[src/rtl/adder_pkg.sv]
// Shared types and defaults for the byte-serial adder.
// Latency: n/a (types and constants only).
// Backpressure: n/a.
// Contents: adder_state_t FSM encoding, default WIDTH/SLICE, slice_fits() legality check.
package adder_pkg;

  localparam int DEF_WIDTH = 32;
  localparam int DEF_SLICE = 8;

  typedef enum logic [1:0] {
    IDLE = 2'd0,
    RUN  = 2'd1,
    DONE = 2'd2
  } adder_state_t;

  // True when WIDTH splits into a whole number of SLICE-bit pieces.
  // The top evaluates this at elaboration and stops the build if it fails.
  function automatic bit slice_fits(input int width, input int slice);
    return (slice > 0) && (width >= slice) && ((width % slice) == 0);
  endfunction

endpackage

[src/rtl/adder_slice_carry.sv]
// One SLICE-bit unsigned add with carry in and carry out.
// Latency: combinational.
// Backpressure: none; pure datapath.
// Ports: a, b (SLICE) operands; cin carry in; s (SLICE) slice sum; cout carry out.
module adder_slice_carry
  import adder_pkg::*;
#(
  parameter int SLICE = DEF_SLICE
) (
  input  logic [SLICE-1:0] a,
  input  logic [SLICE-1:0] b,
  input  logic             cin,
  output logic [SLICE-1:0] s,
  output logic             cout
);

  // SLICE+1 bits wide so the carry out lands in the top bit.
  logic [SLICE:0] full_sum;

  assign full_sum = {1'b0, a} + {1'b0, b} + {{SLICE{1'b0}}, cin};
  assign s        = full_sum[SLICE-1:0];
  assign cout     = full_sum[SLICE];

endmodule

[src/rtl/adder_serial_32bit.sv]
// Byte-serial WIDTH-bit adder: one SLICE-bit slice per clock, carry kept in a register.
// Latency: WIDTH/SLICE cycles from accept edge to out_valid; one op per N+2 cycles best case.
// Backpressure: in_ready only in IDLE; result held in DONE until out_ready, no accept-on-drain.
// Ports: clk, rst (async, active-high); in_valid/in_ready with a, b operands;
//        out_valid/out_ready with sum (mod 2^WIDTH) and cout (carry out of the MSB).
module adder_serial_32bit
  import adder_pkg::*;
#(
  parameter int WIDTH = DEF_WIDTH,
  parameter int SLICE = DEF_SLICE
) (
  input  logic             clk,
  input  logic             rst,
  input  logic             in_valid,
  output logic             in_ready,
  input  logic [WIDTH-1:0] a,
  input  logic [WIDTH-1:0] b,
  output logic             out_valid,
  input  logic             out_ready,
  output logic [WIDTH-1:0] sum,
  output logic             cout
);

  localparam int N     = WIDTH / SLICE;
  localparam int IDX_W = (N > 1) ? $clog2(N) : 1;
  localparam logic [IDX_W-1:0] LAST_IDX = IDX_W'(N - 1);

  if (!slice_fits(WIDTH, SLICE)) begin : g_bad_slice
    $error("adder_serial_32bit: WIDTH must be a positive multiple of SLICE");
  end

  adder_state_t     state_q, state_d;
  logic [WIDTH-1:0] a_q, a_d;
  logic [WIDTH-1:0] b_q, b_d;
  logic [WIDTH-1:0] sum_q, sum_d;
  logic             carry_q, carry_d;
  logic             cout_q, cout_d;
  logic [IDX_W-1:0] idx_q, idx_d;

  logic [SLICE-1:0] slice_a, slice_b, slice_sum;
  logic             slice_cout;

  // Slice k of the captured operands feeds the single adder stage.
  assign slice_a = a_q[idx_q*SLICE +: SLICE];
  assign slice_b = b_q[idx_q*SLICE +: SLICE];

  adder_slice_carry #(
    .SLICE (SLICE)
  ) u_slice (
    .a    (slice_a),
    .b    (slice_b),
    .cin  (carry_q),
    .s    (slice_sum),
    .cout (slice_cout)
  );

  always_comb begin
    state_d = state_q;
    a_d     = a_q;
    b_d     = b_q;
    sum_d   = sum_q;
    carry_d = carry_q;
    cout_d  = cout_q;
    idx_d   = idx_q;

    case (state_q)
      IDLE: begin
        if (in_valid) begin
          a_d     = a;
          b_d     = b;
          carry_d = 1'b0;
          idx_d   = '0;
          state_d = RUN;
        end
      end
      RUN: begin
        sum_d[idx_q*SLICE +: SLICE] = slice_sum;
        carry_d = slice_cout;
        if (idx_q == LAST_IDX) begin
          cout_d  = slice_cout;
          idx_d   = '0;
          state_d = DONE;
        end else begin
          idx_d = idx_q + IDX_W'(1);
        end
      end
      DONE: begin
        if (out_ready) begin
          state_d = IDLE;
        end
      end
      default: state_d = IDLE;
    endcase
  end

  always_ff @(posedge clk or posedge rst) begin
    if (rst) begin
      state_q <= IDLE;
      a_q     <= '0;
      b_q     <= '0;
      sum_q   <= '0;
      carry_q <= 1'b0;
      cout_q  <= 1'b0;
      idx_q   <= '0;
    end else begin
      state_q <= state_d;
      a_q     <= a_d;
      b_q     <= b_d;
      sum_q   <= sum_d;
      carry_q <= carry_d;
      cout_q  <= cout_d;
      idx_q   <= idx_d;
    end
  end

  assign in_ready  = (state_q == IDLE);
  assign out_valid = (state_q == DONE);
  assign sum       = sum_q;
  assign cout      = cout_q;

endmodule

[config.mk]
export PLATFORM = sky130hd
export DESIGN_NAME = adder_serial_32bit
export DESIGN_NICKNAME = d
export VERILOG_FILES = /design/src/rtl/adder_pkg.sv /design/src/rtl/adder_slice_carry.sv /design/src/rtl/adder_serial_32bit.sv
export SDC_FILE = /design/constraint.sdc
export NUM_CORES = 1
export LEC_CHECK = 0
export ABC_AREA = 1
export BUFFER_PORTS_ARGS = -buffer_cell sky130_fd_sc_hd__buf_2
export CAP_MARGIN = 25
export CORE_ASPECT_RATIO = 0.5
export CORE_MARGIN = 2
export CORE_UTILIZATION = 43
export CTS_CLUSTER_SIZE = 20
export DETAILED_ROUTE_END_ITERATION = 7
export GPL_ROUTABILITY_DRIVEN = 1
export PLACE_DENSITY_LB_ADDON = 0.3
export SYNTH_ARGS = -nofsm -noshare
export SYNTH_HDL_FRONTEND = slang
export SYNTH_SLANG_ARGS = --single-unit
export TNS_END_PERCENT = 5
[constraint.sdc]
create_clock -name clk -period 4.2 [get_ports clk]
set_clock_uncertainty 0.1 [all_clocks]
set_input_delay 0.42 -clock clk [delete_from_list [all_inputs] [get_ports clk]]
set_output_delay 0.42 -clock clk [all_outputs]
set_load 0.005 [all_outputs]
==> flow_summary_export.csv, run 1 <==
group,metric,value,unit
status,status,"completed",
worst_setup_path,r2r-start,"idx_q[1]",
floorplanning,die_x,155.3,µm
logic_synthesis,synth_top_area_share,51.88,%
logic_synthesis,ys_ff_latch,102,
worst_setup_path,critical_path.startpoint_type,"flip-flop",
timing,hold_viol,0,
pwr,irDropWorstVdd,408.0,µV
placed_design,place_area,0.005559,mm²
logic_synthesis,synthTopCellsByArea,"dfrtp_1 (52%), mux2_2 (8.5%), mux2_4 (7.9%)",
grt,grt_usage,18.73,%
finish,num_antenna_cells,0,
placed_design,io_buffers,102,
routing,drtIter0Drc,172,
floorplanning,die_h,79.64,µm
grt,grt_first_pass_wirelength,17980,µm
clocking,cts_made_buffers,9,
logic_synthesis,yosysSeqAreaShare,51.88,%
floorplanning,io-pin-count,103,
finish,stdcell_count,724,
logic_synthesis,postSynthAreaPerCell,10.42,µm²
worst_hold_path,hold_start,"out_ready",
timing,setup_violations,0,
finish,fin_nets,657,
grt,antenna_found_initial,0,
clocking,cts_sinks,102,
grt,grt_max_degree,68,
finish,drive_gt1_share,34.02,%
routing,vias,3712,
flow_run,cap_violations,0,
routing,wl_per_cell,15.35,µm
clocking,clockRootBuffer,"clkbuf_16",
worst_hold_path,min_path_type,"input port to flip-flop",
grt,grt_pass1_vias,3542,
clocking,cts_resized,0,
logic_synthesis,synth.cell_area,0.004920,mm²
placed_design,place_ws,1.208,ns
placed_design,hpwlAfterDp,8097,µm
worst_setup_path,arrival,3.18,ns
floorplanning,start_util,44.40,%
timing,finalCritPeriodShare,72.18,%
clocking,post_cts_buffers,0,
finish,syn_to_final_growth,19.58,%
timing,fmax,0.3299,GHz
worst_setup_path,end_kind,"flip-flop",
clocking,clk_path_buf_depth,2,
pwr,p_leak,3.048,nW
placed_design,placed_cells,706,
timing,maxSlewViolCount,0,
timing,relSlewSlack,56.46,%
floorplanning,rows,27,
placed_design,globalplace.congestion,0.8437,
routing,drt_wl_total,11120,µm
worst_setup_path,critPathRequiredTime,4.35,ns
logic_synthesis,syn-num-nets,555,
floorplanning,dieArea,0.01236,mm²
finish,nFillCells,1050,
clocking,worstSkewPairLatency,0.34,ns
clocking,htree_levels,3,
clocking,cts_tree,"yes",
timing,fin_tns_setup,0,ns
routing,drc,0,
floorplanning,coreArea,0.01108,mm²
timing,rsz0062_at_grt,"no",
logic_synthesis,syn_inst,472,
pwr,powerDensity,929.5,mW/mm²
worst_setup_path,critPathKind,"flip-flop to flip-flop",
worst_setup_path,startpoint,"idx_q[1]",
worst_setup_path,crit_fanout,22,
logic_synthesis,synth_cell_types,32,
grt,grt_overflow,0,
logic_synthesis,yosys.area.top_type,"dfrtp_1",
timing,worst_pin_slew,0.6524,ns
logic_synthesis,ys_warn_count,0,
timing,period_minus_slack,3.031,ns
routing,dr.pass1.iters,4,
finish,final_cell_area,0.005883,mm²
routing,viasPerCell,5.127,
clocking,clk_pin_slew,0.07,ns
routing,ant_nets,0,
timing,setup_ws,1.169,ns
[worst max-delay path, cell delays in order, from the launching register on]
cell     delay, ns
dfrtp_1       0.38
inv_1         0.48
o21ai_0       0.18
o22ai_1       0.22
fa_1          0.24
inv_1         0.06
fa_1          0.39
inv_1         0.09
nand2_1       0.05
nand2_1       0.08
nand2_1       0.08
xnor2_1       0.27
nand3_1       0.13
o21ai_0       0.20
[layout make-up]
type / instances / area [µm²] / share of cell area, %
tap: 145 / 181.4 / 3.084
sequential: 102 / 2552 / 43.39
clock buffer: 12 / 256.5 / 4.360
clock inverter: 4 / 30.03 / 0.5104
timing repair buffer: 110 / 593.1 / 10.08
inverter: 35 / 135.1 / 2.297
multi-input combinational: 316 / 2135 / 36.28
[cell usage after synthesis (all sizes together)]
cell type and n:
nor3 1, or2 1, dfrtp 102, nor2 44, nand3 15, buf 10, clkbuf 9, clkinv 2
inv 33, mux2 63, ha 13, o31ai 1, nand4 5, nand2 97, a21oi 7, o221ai 1
fa 2, a32oi 2, o21ai 42, o22ai 14, xnor2 2, xor2 1, a22o 5
[through the flow]
| step | hold WS [ns] | utilization (%) | power, W |
|---|---|---|---|
| 2_1_floorplan | 0.3713 | - | 0.003817 |
| 4_1_cts | 0.1498 | 52.85 | 0.005443 |
| 6_report | 0.1508 | 53.09 | 0.005468 |
| 5_1_grt | 0.1421 | 53.09 | 0.005928 |
| 3_3_place_gp | 0.2469 | 50.17 | 0.004581 |
| 3_5_place_dp | 0.2479 | 50.17 | 0.004636 |
[where the power goes]
part | internal, W | switching [W] | leakage, nW | total [W]
combinational | 0.00123 | 0.00176 | 1.64 | 0.00299
sequential | 0.00143 | 0.000261 | 1.27 | 0.00169
clock | 0.000437 | 0.000358 | 0.139 | 0.000795
[placed cells by master (no fill, tap or decap), types with 2 or more instances in the layout]
master	n
a21oi_1	7
a22o_1	5
a32oi_1	2
buf_2	102
buf_4	6
clkbuf_16	9
clkbuf_8	2
clkinv_2	2
dfrtp_1	102
fa_1	2
ha_1	13
inv_1	32
mux2_2	37
mux2_4	26
nand2_1	94
nand2_4	2
nand3_1	15
nand4_1	5
nor2_1	41
nor2_2	2
o21ai_0	39
o21ai_1	3
o22ai_1	14
xnor2_1	2
[repair_timing]
item | 4_1_cts | 5_1_grt
hold buffers | 1 | 0
setup endpoints to repair | 0 | 0
hold endpoints to repair | 12 | 0
[per-layer routing]
metal / track usage (%) / up-vias / routed length [µm]
li1: - / 1796 / -
met1: 26.33 / 1812 / 5441
met2: 29.42 / 96 / 4995
met3: 4.886 / 8 / 597
met4: 4.128 / 0 / 80
met5: 0 / - / 0
[logic make-up (layout without fill, tap and decap cells)]
family	count (synthesis)	in the layout	share of synthesized area, %
flip-flops	102	102	51.88
multiplexers	63	63	16.40
buffers and inverters	54	161	4.883
AO/OA/AOI/OAI	72	72	8.342
XOR/XNOR	3	3	0.5342
AND/OR/NAND/NOR	163	163	13.84
adder cells (fa/ha/maj)	15	15	4.120
[state kept, by name, summed over array words and instances (netlist names)]
signal   flops
b_q         32
sum         32
carry_q      1
idx_q        2
cout         1
state_q      2
a_q         32
[path summary, 6_finish.rpt]
check,endpoint,slack (ns),cells after the start
min,state_q[1],0.15,2
max in group asynchronous,a_q[23],2.74,4
max,sum[28],1.17,13
min in group asynchronous,sum[13],0.42,3
min reg2reg,sum[5],0.38,2
max reg2reg,sum[28],1.17,13
(Power assumes the default switching activity.)
==> run 2, diff against run 1 <==
ABC_AREA = 0   (was 1)
clock period = 2.8 ns   (was 4.2 ns; I/O delays follow)
==> run 2 against run 1 <==
Effect of this change:
- the run now ends with hold timing, setup timing left
- register-to-register slack got worse by 1.2 ns
- via count down 12%
- wire length down 5.3%
- largest cell class unchanged
- maximum frequency increased by 7.5%
- sequential cell count unchanged
- first-iteration DRC count shrank 4.1%
- non-clock buffer count grew 19
- critical endpoint is now sum[4]
- count of clock-buffer cells in the layout rose by 2
- worst setup slack worse by 1.2 ns
- final area rose by 2.8%
==> flow_summary_export.csv, run 2 <==
group,metric,value,unit
status,status,"finished, violations left",
status,violations,"hold timing, setup timing",
routing,wl_met3,429,µm
placed_design,io_buffers,102,
logic_synthesis,ys_warn_count,0,
timing,relSlewSlack,62.37,%
grt,grt_usage,18.49,%
logic_synthesis,postSynthAreaPerCell,14.29,µm²
routing,top_layer,"met4",
routing,dr.pass1.iters,4,
floorplanning,start_util,44.11,%
grt,grt_first_pass_wirelength,17170,µm
routing,drc,0,
pwr,p_leak,2.834,nW
grt,grt_overflow,0,
floorplanning,die_x,154.1,µm
pwr,irDropWorstVdd,690.8,µV
flow_run,cap_violations,0,
timing,worst_pin_slew,0.5644,ns
routing,wl_met2,4907,µm
pwr,p_int,0.005382,W
logic_synthesis,synth_cell_types,52,
clocking,clk_path_buf_depth,2,
clocking,clk_pin_slew,0.06,ns
floorplanning,coreArea,0.01098,mm²
floorplanning,io-pin-count,103,
timing,setup_violations,1,
finish,drive_gt1_share,39.66,%
timing,maxSlewViolCount,0,
worst_setup_path,arrival,2.97,ns
placed_design,place_ws,-0.02415,ns
logic_synthesis,yosys-top-cells-count,"dfrtp_1 (102), mux2_1 (64), nand2_1 (23), a22o_1 (18), mux4_2 (16)",
clocking,cts_made_buffers,9,
finish,seq_area,0.002552,mm²
routing,viasPerCell,5.314,
clocking,cts_hold_buf,0,
grt,antenna_found_initial,0,
pwr,switching_share,40.70,%
floorplanning,die_h,79.05,µm
timing,setup_ws,-0.02122,ns
clocking,cts_sinks,102,
logic_synthesis,syn_inst,339,
pwr,pwr-share-clk,12.6,%
routing,ant_nets,0,
logic_synthesis,ys.flop_type,"dfrtp_1",
logic_synthesis,synth_top_area_share,52.70,%
worst_setup_path,end_kind,"flip-flop",
routing,drt_wl_total,10530,µm
pwr,seqPwrFrac,27.8,%
logic_synthesis,yosys.area.top_type,"dfrtp_1",
pwr,power_frac_comb,59.5,%
clocking,worstSkewPairLatency,0.34,ns
finish,fin_nets,548,
logic_synthesis,synth.most_common_cell,"dfrtp_1",
worst_setup_path,critPathRequiredTime,2.95,ns
finish,nFillCells,918,
pwr,powerDensity,1501,mW/mm²
timing,whs,-0.04143,ns
grt,grt_pass1_vias,3313,
timing,period_minus_slack,2.821,ns
finish,syn_to_final_growth,24.85,%
floorplanning,dieArea,0.01218,mm²
timing,hold_viol,30,
clocking,clockRootBuffer,"clkbuf_16",
worst_setup_path,critical_path.startpoint_type,"flip-flop",
routing,wl_per_cell,17.14,µm
floorplanning,rows,27,
worst_hold_path,min_path_type,"input port to asynchronous set/reset pin",
worst_setup_path,critPathKind,"flip-flop to flip-flop",
timing,fin_tns_setup,-0.02122,ns
routing,met1Wirelength,5054,µm
worst_setup_path,crit_fanout,4,
logic_synthesis,synthTopCellsByArea,"dfrtp_1 (53%), mux2_1 (15%), mux4_2 (7.4%)",
logic_synthesis,syn-num-nets,422,
finish,num_antenna_cells,0,
placed_design,globalplace.congestion,0.8536,
logic_synthesis,synth.cell_area,0.004843,mm²
timing,fmax,0.3545,GHz
logic_synthesis,ys_ff_latch,102,
finish,multi_input_area,0.002230,mm²
pwr,net-switching-power,0.003693,W
grt,grt_max_degree,103,
timing,finalCritPeriodShare,100.8,%
logic_synthesis,synth_edf_count,0,
clocking,cts_tree,"yes",
logic_synthesis,postSynth.asyncResetShare,100.0,%
logic_synthesis,yosysSeqAreaShare,52.70,%
routing,drtIter0Drc,165,
finish,final_cell_mix,"dfrtp_1 (102), buf_2 (102), mux2_1 (64)",
timing,rsz0062_at_grt,"yes",
placed_design,hpwlAfterDp,7811,µm
routing,vias,3263,
clocking,htree_levels,3,
-- run 2: cell count changes after synthesis, moves of 13 or more --
cell     before  now
a22o_1        5   18
inv_1        33    8
mux2_1        0   64
mux2_2       37    0
mux2_4       26    0
mux4_2        0   16
nand2_1      95   23
nor2_1       41    3
o21ai_0      39    2
o22ai_1      14    0
-- run 2: kinds of logic (layout without fill, tap and decap cells) --
kind of cell             Yosys count  in the layout  synth area share, %
flip-flops                       102            102                52.70
AO/OA/AOI/OAI                     59             59                9.765
XOR/XNOR                           2              2               0.3617
AND/OR/NAND/NOR                   57             57                7.259
multiplexers                      81             81                22.53
adder cells (fa/ha/maj)           15             15                4.185
buffers and inverters             23            153                3.203
-- run 2: repair_timing --
| item | in CTS | in global routing |
|---|---|---|
| setup buffers | 1 | 2 |
| hold endpoints to repair | 0 | 0 |
| pin swaps | 4 | 11 |
| setup endpoints to repair | 7 | 18 |
| gates resized for setup | 2 | 15 |
-- run 2: worst max-delay path: stages (launching register included) --
cell and delay, ns:
dfrtp_1 0.40, buf_6 0.13, mux4_2 0.51, fa_2 0.41, inv_2 0.07, fa_2 0.19, and2b_2 0.24, o21a_1 0.21
o21a_2 0.26, o31ai_2 0.22
-- run 2: layer usage --
metal / up-vias / GRT usage, %
li1: 1530 / -
met1: 1649 / 25.34
met2: 73 / 29.78
met3: 11 / 4.312
met4: 0 / 5.514
met5: - / 0
-- run 2: worst paths after layout --
kind	depth (start not counted)	startpoint	end	slack, ns
max	9	idx_q[0]	sum[4]	-0.02
min	3	rst	sum[10]	-0.04
max reg2reg	9	idx_q[0]	sum[4]	-0.02
min reg2reg	1	a_q[1]	a_q[1]	0.38
max in group asynchronous	3	rst	idx_q[0]	2.18
min in group clk	2	out_ready	state_q[1]	0.01
-- run 2: layout make-up --
class                           count  share of cell area, %
Clock buffer                       14                  4.366
Sequential cell                   102                  42.21
Timing Repair Buffer              129                  12.81
Tap cell                          145                  3.000
Clock inverter                      1                0.08276
Inverter                            9                 0.6621
Multi-Input combinational cell    214                  36.87
-- run 2: through the flow --
| stage | util [%] | instance area [µm²] | cells | total power, W |
|---|---|---|---|---|
| 2_1_floorplan | - | 4877 | 339 | 0.005835 |
| 3_3_place_gp | 51.65 | 5670 | 596 | 0.007469 |
| 3_5_place_dp | 51.65 | 5670 | 596 | 0.007575 |
| 4_1_cts | 54.21 | 5952 | 612 | 0.008775 |
| 5_1_grt | 55.08 | 6047 | 614 | 0.009749 |
| 6_report | 55.08 | 6047 | 614 | 0.009076 |
-- run 2: power groups by stage --
stage          sequential (W)  combinational, W  clock [W]
2_1_floorplan         0.00239           0.00345          0
3_3_place_gp          0.00254           0.00493          0
3_5_place_dp          0.00255           0.00502          0
4_1_cts               0.00253           0.00506    0.00118
5_1_grt               0.00261           0.00590    0.00124
6_report              0.00253           0.00540    0.00115
==> run 3, diff against run 2 <==
CORE_ASPECT_RATIO = 2   (was 0.5)
==> run 3 against run 2 <==
Effect of this change:
- the flow still finishes with violations (hold timing, setup timing)
- die area is the same
- maximum frequency shrank 2.0%
- via count shrank 1.5%
- sequential cell count is the same
- wire length grew 6.2%
- count of clock-buffer cells in the layout shrank 5
- sequential power is essentially flat
- cell count shrank 1.8%
- first-iteration DRC count shrank 22%
- sequential share of layout area grew 0.35 points
- non-clock buffer count shrank 4
- critical endpoint unchanged
==> flow_summary_export.csv, run 3 (synthesis results as in run 2) <==
group,metric,value,unit
status,status,"finished, violations left",
status,violations,"hold timing, setup timing",
worst_setup_path,critPathRequiredTime,2.95,ns
worst_setup_path,cpMostUsedCell,"fa_2",
worst_setup_path,critical_path.startpoint_type,"flip-flop",
placed_design,globalplace.congestion,0.8482,
clocking,cts_tree,"yes",
routing,viasPerCell,5.332,
floorplanning,die_x,79.05,µm
clocking,cts_made_buffers,9,
routing,drt_wl_total,11180,µm
routing,dr.pass1.iters,4,
floorplanning,io-pin-count,103,
grt,grt_usage,19.93,%
clocking,clk_path_buf_depth,2,
finish,post-route-util,54.79,%
flow_run,cap_violations,0,
timing,worst_pin_slew,0.5561,ns
timing,relSlewSlack,62.62,%
finish,final_cell_mix,"dfrtp_1 (102), buf_2 (102), mux2_1 (64)",
worst_setup_path,crit_buf_inv,2,
worst_setup_path,critPathKind,"flip-flop to flip-flop",
floorplanning,coreArea,0.01095,mm²
finish,syn_to_final_growth,23.82,%
grt,grt_first_pass_wirelength,18260,µm
worst_setup_path,cp_top_family,"compound AO/OA/AOI/OAI gates",
finish,fin_nets,544,
pwr,powerDensity,1471,mW/mm²
finish,drive_gt1_share,39.09,%
routing,wl_per_cell,18.54,µm
timing,finalCritPeriodShare,102.9,%
timing,setup_ws,-0.07991,ns
routing,vias,3215,
routing,drc,0,
floorplanning,dieArea,0.01218,mm²
clocking,clockRootBuffer,"clkbuf_16",
timing,rsz0062_at_grt,"yes",
clocking,cts_sinks,102,
timing,fmax,0.3472,GHz
grt,grt_overflow,0,
worst_setup_path,end_kind,"flip-flop",
worst_setup_path,crit_fanout,6,
clocking,worstSkewPairLatency,0.34,ns
floorplanning,start_util,44.25,%
timing,period_minus_slack,2.880,ns
finish,nFillCells,982,
grt,grt_pass1_vias,3554,
grt,antenna_found_initial,0,
pwr,power,0.008824,W
finish,num_antenna_cells,0,
worst_setup_path,arrival,3.03,ns
worst_setup_path,max_stage_delay,0.52,ns
placed_design,io_buffers,102,
floorplanning,die_h,154.1,µm
clocking,htree_levels,3,
floorplanning,rows,54,
timing,whs,-0.02850,ns
grt,grt_max_degree,103,
worst_hold_path,min_path_type,"input port to asynchronous set/reset pin",
pwr,irDropWorstVdd,720.7,µV
pwr,p_leak,2.813,nW
worst_setup_path,startpoint,"idx_q[0]",
worst_setup_path,path_cells,"buf_12, mux4_2, fa_2, inv_2, fa_2, and2b_2, o21a_1, o21a_4, o31ai_2",
worst_setup_path,critical-path-slowest-cell,"mux4_2",
routing,ant_nets,0,
routing,drtIter0Drc,128,
placed_design,hpwlAfterDp,8682,µm
worst_setup_path,r2r-start,"idx_q[0]",
timing,hold_viol,31,
timing,setup_violations,13,
timing,maxSlewViolCount,0,
clocking,clk_pin_slew,0.07,ns
run 3: cell types whose count changed in the layout (fill, tap and decap cells not counted), sizes merged:
cell      delta
buf          -4
clkbuf       -5
bufinv       +1
clkinvlp     +1
clkinv       +1
run 3: area by class of cell:
cell class | count | area, µm² | area share (%)
flip-flops and latches | 102 | 2552 | 42.56
clock inverters | 4 | 51.30 | 0.8554
multi-input cells | 214 | 2207 | 36.80
clock buffers | 9 | 225.2 | 3.755
well taps | 140 | 175.2 | 2.921
repair buffers | 125 | 745.7 | 12.43
inverters | 9 | 40.04 | 0.6676
run 3: what timing repair did:
action                     4_1_cts  5_1_grt
resized for setup                3        9
hold buffers                     0        0
setup buffers                    2        1
pin swaps                        4        6
setup endpoints to repair       17       18
run 3: final timing paths:
path	end	slack, ns	cells after the start
setup / recovery	sum[4]	-0.08	9
hold / removal	state_q[1]	-0.03	3
setup reg to reg	sum[4]	-0.08	9
hold reg to reg	a_q[17]	0.38	1
max in group asynchronous	sum[6]	2.19	3
min in group clk	state_q[1]	0.03	2
run 3: routing by layer:
metal,global-route usage (%),vias to the layer above,wire (µm)
met5,0,-,0
met4,11.74,0,515
met3,2.993,27,319
met2,37.01,85,6474
met1,20.36,1594,3867
li1,-,1509,-
run 3: tightest hold or removal path: cells and delay by family:
kind,cells,cell delay (ns)
buf+inv,3,0.57
run 3: power by group:
| group | switching [W] | total [W] | leakage [nW] | internal (W) |
|---|---|---|---|---|
| clock network | 0.000513 | 0.00119 | 0.133 | 0.000677 |
| logic | 0.00264 | 0.00508 | 1.41 | 0.00243 |
| registers | 0.000421 | 0.00255 | 1.27 | 0.00213 |
| total | 0.00358 | 0.00882 | 2.81 | 0.00525 |
run 3: per-stage QoR:
stage | setup WS, ns | area, µm² | TNS (ns) | cells
6_report | -0.07991 | 5997 | -0.4247 | 603
5_1_grt | -0.1639 | 5997 | -2.262 | 603
3_5_place_dp | -0.08560 | 5634 | -0.4850 | 587
2_1_floorplan | -0.2154 | 4877 | -1.206 | 339
3_3_place_gp | 0.004808 | 5634 | 0 | 587
4_1_cts | -0.08210 | 5943 | -0.6010 | 602
